$ cat src/rtl/axis_stall_detector_if.sv
// Per-channel AXI-stream handshake bundle observed by axis_stall_detector.
// The detector only watches tvalid/tready; it never drives the stream.
interface axis_stall_detector_if #(
  parameter int NUM_CH = 14
);
  // Valid/ready semantics: a beat transfers on a cycle where tvalid & tready;
  // tvalid without tready is a producer stall, tready without tvalid is a starved consumer.
  logic [NUM_CH-1:0] tvalid;
  logic [NUM_CH-1:0] tready;

  modport master (output tvalid, output tready);
  modport slave  (input  tvalid, input  tready);
endinterface

$ cat src/rtl/axis_stall_detector.sv
// Per-channel AXI-stream stall counters producing registered block flags.
// Define AXIS_STALL_STICKY_EN to build the sticky block history / first-blocker capture.
module axis_stall_detector #(
  parameter int                NUM_CH   = 14,
  parameter int                CNT_W    = 16,
  parameter logic [NUM_CH-1:0] DIR_MASK = 14'h3FF0
) (
  input  logic                       clock,
  input  logic                       reset_n,
  input  logic                       enable,
  input  logic [CNT_W-1:0]           stall_thresh,
  axis_stall_detector_if.slave       axis,
  output logic [NUM_CH-1:0]          axis_block_sigs,
  output logic                       any_block,
  input  logic                       sticky_clr,
  output logic [NUM_CH-1:0]          sticky_block,
  output logic [$clog2(NUM_CH)-1:0]  first_ch,
  output logic                       first_vld
);
  localparam int IDX_W = $clog2(NUM_CH);

  logic [CNT_W-1:0]  cnt_q [NUM_CH];
  logic [NUM_CH-1:0] stall;
  logic [NUM_CH-1:0] blk_nxt;

  // Output streams block on a stalled producer, input streams on a starved consumer.
  always_comb begin
    stall   = '0;
    blk_nxt = '0;
    for (int i = 0; i < NUM_CH; i++) begin
      stall[i]   = DIR_MASK[i] ? (axis.tvalid[i] & ~axis.tready[i])
                               : (axis.tready[i] & ~axis.tvalid[i]);
      blk_nxt[i] = enable & stall[i] & (cnt_q[i] >= stall_thresh);
    end
  end

  always_ff @(posedge clock or negedge reset_n) begin
    if (!reset_n) begin
      for (int i = 0; i < NUM_CH; i++) cnt_q[i] <= '0;
      axis_block_sigs <= '0;
      any_block       <= 1'b0;
    end else begin
      for (int i = 0; i < NUM_CH; i++) begin
        if (!enable || !stall[i])
          cnt_q[i] <= '0;
        else if (cnt_q[i] != {CNT_W{1'b1}})
          cnt_q[i] <= cnt_q[i] + 1'b1;
      end
      axis_block_sigs <= blk_nxt;
      any_block       <= |blk_nxt;
    end
  end

`ifdef AXIS_STALL_STICKY_EN
  logic [NUM_CH-1:0] rise;
  logic [IDX_W-1:0]  rise_idx;

  // Rising edge is seen one cycle early, so sticky bits update on the same edge as the block flag.
  always_comb begin
    rise     = blk_nxt & ~axis_block_sigs;
    rise_idx = '0;
    for (int i = NUM_CH - 1; i >= 0; i--) begin
      if (rise[i]) rise_idx = IDX_W'(i);
    end
  end

  always_ff @(posedge clock or negedge reset_n) begin
    if (!reset_n) begin
      sticky_block <= '0;
      first_ch     <= '0;
      first_vld    <= 1'b0;
    end else if (sticky_clr) begin
      sticky_block <= '0;
      first_ch     <= '0;
      first_vld    <= 1'b0;
    end else begin
      sticky_block <= sticky_block | rise;
      if (!first_vld && (|rise)) begin
        first_ch  <= rise_idx;
        first_vld <= 1'b1;
      end
    end
  end
`else
  logic unused_sticky_clr;
  assign unused_sticky_clr = sticky_clr;
  assign sticky_block      = '0;
  assign first_ch          = '0;
  assign first_vld         = 1'b0;
`endif

endmodule

$ cat src/flat_wrapper.sv
// flat-port wrapper written by rule: the top's interface ports become plain ports
module axis_stall_detector_flat 
#(
  parameter int                NUM_CH   = 14,
  parameter int                CNT_W    = 16,
  parameter logic [NUM_CH-1:0] DIR_MASK = 14'h3FF0
)
  (clock, reset_n, enable, stall_thresh, axis_block_sigs, any_block, sticky_clr, sticky_block, first_ch, first_vld, axis_tvalid, axis_tready);
  axis_stall_detector_if #(.NUM_CH(NUM_CH)) axis_i ();
  input  logic clock;
  input  logic reset_n;
  input  logic enable;
  input  logic [CNT_W-1:0] stall_thresh;
  output logic [NUM_CH-1:0] axis_block_sigs;
  output logic any_block;
  input  logic sticky_clr;
  output logic [NUM_CH-1:0] sticky_block;
  output logic [$clog2(NUM_CH)-1:0] first_ch;
  output logic first_vld;
  input wire logic [$bits(axis_i.tvalid)-1:0] axis_tvalid;
  input wire logic [$bits(axis_i.tready)-1:0] axis_tready;
  assign axis_i.tvalid = axis_tvalid;
  assign axis_i.tready = axis_tready;
  axis_stall_detector #(.NUM_CH(NUM_CH), .CNT_W(CNT_W), .DIR_MASK(DIR_MASK)) u_core (.clock(clock), .reset_n(reset_n), .enable(enable), .stall_thresh(stall_thresh), .axis(axis_i), .axis_block_sigs(axis_block_sigs), .any_block(any_block), .sticky_clr(sticky_clr), .sticky_block(sticky_block), .first_ch(first_ch), .first_vld(first_vld));
endmodule
$ cat config.mk
export PLATFORM = sky130hd
export DESIGN_NAME = axis_stall_detector_flat
export DESIGN_NICKNAME = d
export VERILOG_FILES = /design/src/rtl/axis_stall_detector_if.sv /design/src/rtl/axis_stall_detector.sv /design/src/flat_wrapper.sv
export SDC_FILE = /design/constraint.sdc
export NUM_CORES = 1
export LEC_CHECK = 0
export CAP_MARGIN = 10
export CORE_ASPECT_RATIO = 0.6
export CORE_UTILIZATION = 35
export CTS_BUF_LIST = sky130_fd_sc_hd__clkbuf_8
export DETAILED_ROUTE_END_ITERATION = 12
export DONT_BUFFER_PORTS = 1
export PLACE_DENSITY = 0.5
export SLEW_MARGIN = 20
export SYNTH_ARGS = -nofsm -noshare
export SYNTH_HDL_FRONTEND = slang
export SYNTH_SLANG_ARGS = --single-unit
$ cat constraint.sdc
create_clock -name clock -period 8.2 [get_ports clock]
set_clock_uncertainty 0.1 [all_clocks]
set_input_delay 1.64 -clock clock [delete_from_list [all_inputs] [get_ports clock]]
set_output_delay 1.64 -clock clock [all_outputs]
set_load 0.02 [all_outputs]
# Word level (Yosys, flattened, before mapping)
# Index checks and enable logic that the tools add are counted.
[op_classes]
n_addsub = 14
n_lt_le_gt_ge = 14
n_eq_ne = 14
muxes = 28
n_bitwise = 56
n_reduce_logical = 44
[op_table]
columns = ["operator", "n"]
rows = [
  ["$mux W16", 28],
  ["$add A16 B1 Y16 const B", 14],
  ["$ge A16 B16 Y1", 14],
  ["$ne A16 B16 Y1 const B", 14],
  ["$and A1 B1 Y1", 42],
  ["$reduce_bool A2 Y1", 14],
  ["$logic_not A1 Y1", 15],
  ["$logic_or A1 B1 Y1", 14],
  ["$not A1 Y1", 14],
  ["$reduce_or A14 Y1", 1],
]
[totals]
reg_bits = 239
inputBits = 48

# Logic depth before layout (Yosys ltp)
[logic_depth]
ltp_word = 5
ltp_mapped = 10

# Worst setup path after synthesis
# No wires, ideal clock.
[synth_path]
path_kind = "input -> register"
start = "input port stall_thresh[5]"
end = "register u_core.any_block"
setup_ns = 0.132
arrival_ns = 3.901
t_required_ns = 7.968
setup_slack_ns = 4.067
path_stages = 10
path_buffers = 0
cell_sequence = "inv_1 > ha_1 > a211oi_1 > nor2_1 > or3_1 > o211ai_1 > o21ai_0 > or4b_2 > nor4_2 > nand3b_1"
[synth_between]
elab_chain_len = 3
word_cells_on_any_way = 29
classes_between = "order compare (14); bitwise (14); reduce/logical (1)"
[synth_lines]
columns = ["element", "line_no", "source"]
rows = [
  ["from (decl)", "flat_wrapper.sv:13", "input logic [CNT_W-1:0] stall_thresh;"],
  ["$ge A16 B16 Y1", "axis_stall_detector.sv:33", "blk_nxt[i] = enable & stall[i] & (cnt_q[i] >= stall_thresh);"],
  ["$and A1 B1 Y1", "axis_stall_detector.sv:33", ""],
  ["via u_core.blk_nxt[10]", "axis_stall_detector.sv:24", "logic [NUM_CH-1:0] blk_nxt;"],
  ["$reduce_or A14 Y1", "axis_stall_detector.sv:50", "any_block <= |blk_nxt;"],
  ["to (signal assigned)", "axis_stall_detector.sv:50", ""],
  ["to (decl)", "axis_stall_detector.sv:14", "output logic any_block,"],
]
# The timed path passes the listed nets, and every way through them passes these cells.
# A chain may end at the register's enable or synchronous reset.

# Final worst setup path
# Same ends and word-level chain as after synthesis.

==> run_results.csv <==
group,metric,value,unit
finish,nets,2046,
grt,grtUsageMet3,3.220,%
logic_synthesis,syn_inst,1726,
setup_path,worstSetupStartpointType,"input pin",
floorplan,start_util,35.68,%
pwr,peakVddDrop,0.0001061,V
sta,finalWorstSetupSlack,3.587,ns
clock_network,cts.path.max_buffers,3,
logic_synthesis,yosysWarningCount,0,
logic_synthesis,synth.most_common_cell,"nor2_1",
logic_synthesis,ys_types,62,
setup_path,r2r-start,"u_core.cnt_q[64]",
floorplan,die_x,278.9,µm
setup_path,crit_slowest_cell,"or4b_2",
placed_design,gp_congestion,0.8128,
pwr,p_per_area,138.7,mW/mm²
logic_synthesis,ys_ff_latch,239,
floorplan,io_pins,82,
finish,final.fill_count,4536,
logic_synthesis,synthTopCellsByCount,"nor2_1, dfrtp_1, ha_1",
setup_path,ff2ff_setup_slack,4.79,ns
grt,grt_pass1_wl,69.04,mm
grt,grt_max_degree,240,
clock_network,cts_inserted_buffers,41,
logic_synthesis,syn_avg_cell_area,9.327,µm²
clock_network,clock-sinks,239,
logic_synthesis,ys.flop_type,"dfrtp_1",
sta,setup-tns-final,0,ns
sta,slew_violations,0,
clock_network,clkTransAtPathRegs,0.07,ns
clock_network,cts_root_buf,"clkbuf_8",
clock_network,holdBufCountCts,0,
placed_design,pre_cts_slack,2.950,ns
min_path,min_path_type,"register to register",
setup_path,crit_buf_inv,2,
clock_network,clock_latency,0.58,ns
pwr,p_total,2.448,mW
grt,antenna_found_initial,1,
grt,use_met1,29.19,%
grt,grt-ovfl-total,0,
finish,layout-drive-gt1-share,5.301,%
sta,hold_violations,0,
route,wire_per_inst,17.94,µm
clock_network,postCtsSetupBuffers,0,
route,drc,0,
route,via_per_inst,5.220,
floorplan,die_h,168.1,µm
sta,fin_crit_sh,56.25,%
placed_design,post-dp-hpwl,29.30,mm
route,drtIter0Drc,745,
logic_synthesis,synth_top_cell_area_share,37.15,%
outcome,outcome,"complete, no violations",
setup_path,worstPathRequired,8.51,ns
sta,relSlewSlack,41.65,%
placed_design,port-buffer-count,0,
logic_synthesis,synth-seq-area-share,37.15,%
sta,rsz0062_at_grt,"no",
sta,setup-violations-final,0,
logic_synthesis,ys_async_sr_fraction,100.0,%
sta,fmax,216.8,MHz
setup_path,end_kind,"register",
grt,grt_pass1_vias,12160,
clock_network,htree_levels,2,
setup_path,worstSetupPathType,"input pin to register",
pwr,cellLeakagePower,7.991,nW
floorplan,core.rowCount,60,
route,drtAntennaViolNets,0,
logic_synthesis,synth_area_leaders,"dfrtp_1, ha_1, xor2_1",
grt,track_usage,18.74,%
floorplan,core-area,0.04512,mm²
grt,grt-busiest-layer,"met1",
setup_path,worstPathCellList,"inv_1 > buf_4 > ha_1 > a211oi_1 > nor2_1 > or3_1 > o211ai_1 > o21ai_0 > or4b_2 > nor4_2 > nand3b_1",
route,routed-via-count,12590,
logic_synthesis,synth_area,0.01610,mm²
grt,met2_usage,26.73,%
route,firstDrtPassIters,5,
sta,post-route-min-period,4.613,ns
setup_path,crit_path_max_incr_delay,0.84,ns
min_path,worstHoldStart,"u_core.cnt_q[92]",
sta,tightest_slew,0.8685,ns
setup_path,critical_path.top_delay_family,"simple AND/OR/NAND/NOR gates",
logic_synthesis,yosysTopAreaCell,"dfrtp_1",
finish,num_antenna_cells,0,
setup_path,crit_arrival,4.92,ns
logic_synthesis,synth_edf_count,0,
job,maxCapViolCount,0,
floorplan,dieArea,0.04689,mm²
setup_path,critPathMaxFanout,10,
setup_path,cp-startpoint,"stall_thresh[5]",
clock_network,post_cts_resized,0,
route,finalWirelength,43.27,mm
clock_network,cts_tree,"done",
finish,synthToLayoutAreaGrowth,9.629,%
==> layout by cell type (no fill, tap or decap), drive strengths merged, types with 3 or more instances in the layout <==
cell	n
a2111oi	16
a211oi	16
a21o	19
a21oi	106
a311oi	4
a31oi	10
a41oi	9
and2	12
and3	27
and4	15
and4b	4
buf	17
clkbuf	52
clkinv	9
conb	19
dfrtp	239
ha	238
inv	59
mux2i	16
nand2	118
nand2b	14
nand3	90
nand3b	15
nand4	65
nor2	245
nor2b	9
nor3	52
nor3b	6
nor4	8
o211ai	3
o21a	6
o21ai	66
o22ai	3
or2	4
or3	30
or4	5
or4b	3
xnor2	43
xor2	106
==> metal layers <==
metal	vias up	wire (µm)
li1	6291	-
met1	6072	23360
met2	177	17470
met3	51	1771
met4	0	667
met5	-	0
==> kinds of logic (layout without fill, tap and decap cells) <==
family / count (synthesis) / in the layout / share of synthesized area (%)
adders and majority gates: 238 / 238 / 18.50
buffers and inverters: 90 / 138 / 2.549
xor gates and xnor gates: 149 / 149 / 8.106
DFF: 239 / 239 / 37.15
muxes: 16 / 16 / 0.9948
and+or+nand+nor: 724 / 724 / 22.33
other: 1 / 19 / 0.02329
AOI/OAI and AO/OA: 269 / 269 / 10.35
==> area by class of cell <==
class	count	area, µm²	share of cell area (%)
Tap cell	620	775.7	4.395
Timing Repair Buffer	17	127.6	0.7231
Inverter	46	172.7	0.9783
Multi-Input combinational cell	1415	9776	55.39
Sequential cell	239	5981	33.89
Clock inverter	23	101.3	0.5742
Clock buffer	52	715.7	4.055
==> report_power, final <==
| group | leakage, nW | internal, mW | switching, mW | total, mW |
|---|---|---|---|---|
| Clock | 0.478 | 0.572 | 0.533 | 1.11 |
| Combinational | 4.18 | 0.0477 | 0.108 | 0.155 |
| Sequential | 3.33 | 1.18 | 0.00421 | 1.19 |
| Total | 7.99 | 1.80 | 0.645 | 2.45 |
==> state kept, by name (all words and copies together) (netlist names) <==
name	cells
u_core.cnt_q	224
u_core.axis_block_sigs	14
u_core.any_block	1
==> path summary, 6_finish.rpt <==
| check | to | depth (start not counted) |
|---|---|---|
| min | u_core.cnt_q[92] | 1 |
| min reg2reg | u_core.cnt_q[92] | 1 |
| max in group asynchronous | u_core.cnt_q[175] | 0 |
| max reg2reg | u_core.any_block | 10 |
| max | u_core.any_block | 11 |
| min in group asynchronous | u_core.cnt_q[15] | 0 |
==> metrics by stage <==
stage	std cells	hold slack, ns	instance area, µm²	util, %
finish	2412	0.4250	17650	39.12
floorplan	1744	0.3850	16170	-
global placement	2337	0.4186	16830	37.31
global route	2412	0.4504	17650	39.12
detailed placement	2337	0.4145	16830	37.31
CTS	2412	0.4236	17650	39.12
Power figures use the tool's default switching activity.
